File: src/rtl/input_fetch_sequencer.sv
// input_fetch_sequencer
// Streams a job of `length` consecutive words, starting at `base_addr`, out of
// the input_buffer read port and onto a valid/ready stream. A 4-entry skid
// FIFO absorbs the two-cycle read latency (registered strobe + registered
// buffer data). Reads are throttled so the FIFO plus the reads in flight
// never exceed its capacity, even when the downstream stalls.
module input_fetch_sequencer #(
    parameter int DATA_WIDTH = 16,
    parameter int ADDR_WIDTH = 8
) (
    input  logic                         clk,
    input  logic                         rst_n,
    input  logic                         start,
    input  logic        [ADDR_WIDTH-1:0] base_addr,
    input  logic        [ADDR_WIDTH:0]   length,
    output logic                         busy,
    output logic                         done,
    output logic                         buf_rd_en,
    output logic        [ADDR_WIDTH-1:0] buf_rd_addr,
    input  logic signed [DATA_WIDTH-1:0] buf_rd_data,
    output logic                         out_valid,
    input  logic                         out_ready,
    output logic signed [DATA_WIDTH-1:0] out_data,
    output logic                         out_last
);

    localparam int FIFO_DEPTH = 4;

    typedef enum logic [1:0] {
        IDLE  = 2'd0,
        FETCH = 2'd1,
        DRAIN = 2'd2,
        DONE  = 2'd3
    } state_t;

    state_t state;
    state_t state_next;

    // Job bookkeeping: reads still to issue, words still to deliver.
    logic [ADDR_WIDTH:0]   reads_left;
    logic [ADDR_WIDTH:0]   out_left;
    logic [ADDR_WIDTH-1:0] next_addr;

    // Second stage of the read pipeline: buf_rd_data is valid this cycle.
    logic cap_valid;

    // Skid FIFO.
    logic signed [DATA_WIDTH-1:0] fifo_mem [FIFO_DEPTH];
    logic [1:0] wr_ptr;
    logic [1:0] rd_ptr;
    logic [2:0] count;

    logic       push;
    logic       pop;
    logic       issue;
    logic       job_start;
    logic [3:0] occupancy;

    assign job_start = (state == IDLE) && start;
    assign push      = cap_valid;
    assign pop       = out_valid && out_ready;

    // Entries that will be held or still arriving after this edge; a
    // same-cycle pop frees its slot.
    assign occupancy = {1'b0, count} + {3'b000, cap_valid} + {3'b000, buf_rd_en}
                     - {3'b000, pop};

    assign issue = (state == FETCH) && (reads_left != '0)
                && (occupancy < 4'(FIFO_DEPTH));

    // Stream outputs come straight from the FIFO head; out_data is forced to
    // zero when empty so the un-reset storage never leaks onto the port.
    assign out_valid = (count != 3'd0);
    assign out_data  = out_valid ? fifo_mem[rd_ptr] : '0;
    assign out_last  = out_valid && (out_left == {{ADDR_WIDTH{1'b0}}, 1'b1});

    assign busy = (state != IDLE);
    assign done = (state == DONE);

    // State register.
    always_ff @(posedge clk or negedge rst_n) begin
        // NOTE: sequential state uses non-blocking assignments so every
        // register samples pre-edge values, independent of process order.
        if (!rst_n) begin
            state <= IDLE;
        end else begin
            state <= state_next;
        end
    end

    // Next-state logic: leave FETCH once the final read is on the bus, and
    // DRAIN once the last word has been handed downstream.
    always_comb begin
        // NOTE: default first so every path assigns state_next and no latch
        // is inferred.
        state_next = state;
        unique case (state)
            IDLE: begin
                if (start) begin
                    state_next = (length == '0) ? DONE : FETCH;
                end
            end
            FETCH: begin
                if (buf_rd_en && (reads_left == '0)) begin
                    state_next = DRAIN;
                end
            end
            DRAIN: begin
                if (pop && out_last) begin
                    state_next = DONE;
                end
            end
            DONE: begin
                state_next = IDLE;
            end
            default: begin
                state_next = IDLE;
            end
        endcase
    end

    // Read issue: registered strobe and address, address wraps naturally.
    always_ff @(posedge clk or negedge rst_n) begin
        if (!rst_n) begin
            reads_left  <= '0;
            next_addr   <= '0;
            buf_rd_en   <= 1'b0;
            buf_rd_addr <= '0;
            cap_valid   <= 1'b0;
        end else begin
            buf_rd_en <= issue;
            cap_valid <= buf_rd_en;
            if (job_start) begin
                reads_left <= length;
                next_addr  <= base_addr;
            end else if (issue) begin
                reads_left  <= reads_left - 1'b1;
                next_addr   <= next_addr + 1'b1;
                buf_rd_addr <= next_addr;
            end
        end
    end

    // Delivered-word countdown that drives out_last.
    always_ff @(posedge clk or negedge rst_n) begin
        if (!rst_n) begin
            out_left <= '0;
        end else if (job_start) begin
            out_left <= length;
        end else if (pop) begin
            out_left <= out_left - 1'b1;
        end
    end

    // FIFO pointers and fill level.
    always_ff @(posedge clk or negedge rst_n) begin
        if (!rst_n) begin
            wr_ptr <= '0;
            rd_ptr <= '0;
            count  <= '0;
        end else begin
            if (push) begin
                wr_ptr <= wr_ptr + 1'b1;
            end
            if (pop) begin
                rd_ptr <= rd_ptr + 1'b1;
            end
            count <= count + {2'b00, push} - {2'b00, pop};
        end
    end

    // FIFO storage write; captures buf_rd_data the cycle after its strobe.
    always_ff @(posedge clk) begin
        // NOTE: storage is deliberately not reset; count gates every read
        // of it, so its power-up contents are never observable.
        if (push) begin
            fifo_mem[wr_ptr] <= buf_rd_data;
        end
    end

endmodule

File: config.mk
export PLATFORM = sky130hd
export DESIGN_NAME = input_fetch_sequencer
export DESIGN_NICKNAME = d
export VERILOG_FILES = /design/src/rtl/input_fetch_sequencer.sv
export SDC_FILE = /design/constraint.sdc
export NUM_CORES = 1
export LEC_CHECK = 0
export ABC_AREA = 1
export BUFFER_PORTS_ARGS = -buffer_cell sky130_fd_sc_hd__buf_4
export CORE_MARGIN = 2
export CORE_UTILIZATION = 50
export CTS_BUF_LIST = sky130_fd_sc_hd__clkbuf_8
export CTS_CLUSTER_DIAMETER = 150
export DETAILED_ROUTE_END_ITERATION = 8
export PLACE_DENSITY_LB_ADDON = 0.1
export SLEW_MARGIN = 15
export SYNTH_ARGS = -nofsm -noshare
export SYNTH_HDL_FRONTEND = slang
export SYNTH_SLANG_ARGS = --single-unit
export TNS_END_PERCENT = 10
File: constraint.sdc
create_clock -name clk -period 6.74 [get_ports clk]
set_clock_uncertainty 0.1 [all_clocks]
set_input_delay 1.011 -clock clk [delete_from_list [all_inputs] [get_ports clk]]
set_output_delay 1.011 -clock clk [all_outputs]
set_load 0.05 [all_outputs]
==> metrics.yaml <==
crit_slowest_cell: "dfrtp_1"
path_cells: "inv_2 > o21ai_0 > a21oi_1 > buf_4"
p_sw_uw: 1464
syn_area_sq_um: 5264
synth_edf_count: 64
p_leak_uw: 0.002728
min_period_over_period_pct: 54.78
power.density_nw_per_um2: 490.3
grt.overflow.total: 0
h-tree-depth: 3
via_per_inst: 5.164
max_stage_delay_ps: 1070
ys_types: 35
drtPass1Iterations: 4
cp-start-kind: "flip-flop"
drtIter0Drc: 215
cts_resized: 0
cts_hold_buf: 0
slew_viol_final: 0
p_seq_share_pct: 34.2
drc: 0
portBuffers: 65
die_area_sq_um: 11360
synthFlopType: "edfxtp_1"
avgRoutedWirePerCell_um: 14.27
gp_congestion: 0.8278
slew_headroom_pct: 28.44
clkPwrFrac_pct: 12.7
ant_nets: 0
netlist.area_leader.share_pct: 36.51
holdWs_ps: 384.0
avgSynthCellArea_sq_um: 9.316
fill_cells: 938
place_hpwl_mm: 7.307
synth_largest_area_cell: "edfxtp_1"
path_class: "reg2out"
cts_tree: "yes"
final_util_pct: 58.66
synth_fp_nets: 620
p_sw_share_pct: 49.52
cts_buffers: 9
grt_antenna_before_repair: 0
hold_path_class: "reg2reg"
routed_wl_mm: 10.89
worstPathArrival_ps: 2580
placeableCoreArea_sq_um: 10280
ff_latch_area_sq_um: 3048
status: "finished clean"
ios: 66
async_flop_share_pct: 41.28
path_clk_slew_ps: 110
fmaxAchievable_mhz: 270.9
p_int_uw: 1492
ys_warn_count: 0
clk_latency_ps: 360
place_ws_ps: 3417
grt_max_degree: 47
synthCells: 565
endpoint_kind: "output port"
rsz0062_at_grt: "false"
num_rows: 37
netlist_top_cells_area: "edfxtp_1 (37%), dfrtp_1 (21%), nand2_1 (9.2%)"
post-cts-setup-buffers: 0
finalSetupViolations: 0
syn_to_final_growth_pct: 14.52
grt_pass1_vias: 3687
start_util_pct: 51.22
clk_path_buf_depth: 2
antenna_cells: 0
yosys.cell_count.top_type: "nand2_1"
clockRootBuffer: "clkbuf_8"
clkSinkCount: 109
period_minus_slack_ps: 3692
worst_slew_pin_slew_ps: 1073
setup-tns-final_ps: 0
drive_above_1_share_pct: 14.67
yosysSeqAreaShare_pct: 57.90
peakVddDrop_v: 0.0002538
p_comb_share_pct: 53.1
dieHeight_um: 106.6
crit_required_ps: 5630
ys_seq_elements: 109
grt_pass1_wl_mm: 17.99
dieWidth_um: 106.6
grtUsageTotal_pct: 19.93
synth_common_cells: "nand2_1 (129), nor2_1 (90), edfxtp_1 (64)"
multi_input_area_sq_um: 1949
maxCapViolations: 0
fin_nets: 677
critical_path.max_fanout: 34
via_count: 3940
layout_setup_ws_ps: 3048
hold_viol: 0
cells in the final DEF (no fill, tap or decap), drive strengths merged, types with 17 or more instances in the layout:
cell type,count
nand2,134
nor2,91
buf,66
edfxtp,64
inv,51
dfrtp,45
o21ai,45
nand3,42
a21oi,19
ha,17
cell families after synthesis:
logic type | synth area share (%)
adders and majority gates | 4.421
DFF | 57.90
buffers and inverters | 5.063
AOI/OAI and AO/OA | 8.106
and+or+nand+nor | 22.68
xor gates and xnor gates | 1.830
critical path: cells and delay by family, from the launching register on:
family / cells / cell delay (ps)
DFF: 1 / 1070
buffers and inverters: 2 / 680
AOI/OAI and AO/OA: 2 / 460
worst paths after layout:
check | from | to | slack, ps | cells past startpoint
setup / recovery | rd_ptr[0]$_DFFE_PN0P_ | out_data[13] | 3050 | 4
hold / removal | buf_rd_addr[4]$_DFFE_PN0P_ | buf_rd_addr[4]$_DFFE_PN0P_ | 380 | 2
setup reg to reg | count[1]$_DFF_PN0_ | next_addr[3]$_DFFE_PN0P_ | 3940 | 17
hold reg to reg | buf_rd_addr[4]$_DFFE_PN0P_ | buf_rd_addr[4]$_DFFE_PN0P_ | 380 | 2
max in group asynchronous | rst_n | wr_ptr[1]$_DFFE_PN0P_ | 5590 | 1
min in group asynchronous | rst_n | reads_left[1]$_DFFE_PN0P_ | 540 | 1
metal layers:
layer	global-route usage (%)	up-vias	part of all wire, %
met5	0	-	0
met4	5.566	0	0.97
met3	3.404	10	4.7
met2	32.62	95	48
met1	27.69	1842	46
li1	-	1993	-
layout make-up:
type	count	share of cell area, %
sequential	109	50.56
timing repair buffer	66	8.219
multi-input combinational	388	32.34
tap	136	2.823
clock inverter	7	1.017
clock buffer	9	2.055
inverter	48	2.989
stage by stage:
stage / power (uW) / std cells / instance area, sq um
after floorplan: 2202 / 565 / 5264
after global placement: 2553 / 747 / 5843
after detailed placement: 2594 / 747 / 5843
after CTS: 2973 / 763 / 6028
after global routing: 3179 / 763 / 6028
final: 2955 / 763 / 6028
state kept, by name (all words and copies together) (netlist names):
| signal | flops |
|---|---|
| wr_ptr | 2 |
| fifo_mem | 64 |
| next_addr | 8 |
| count | 3 |
| rd_ptr | 2 |
| reads_left | 9 |
| buf_rd_en | 1 |
| buf_rd_addr | 8 |
| out_left | 9 |
| state | 2 |
| cap_valid | 1 |
power groups by stage:
stage	registers (uW)	clock network, uW	logic [uW]
after floorplan	1010	0	1190
after global placement	1020	0	1530
after CTS	1010	384	1580
final	1010	376	1570
after detailed placement	1020	0	1570
after global routing	1030	408	1740
Note: power is estimated with default switching activity, not from simulation.
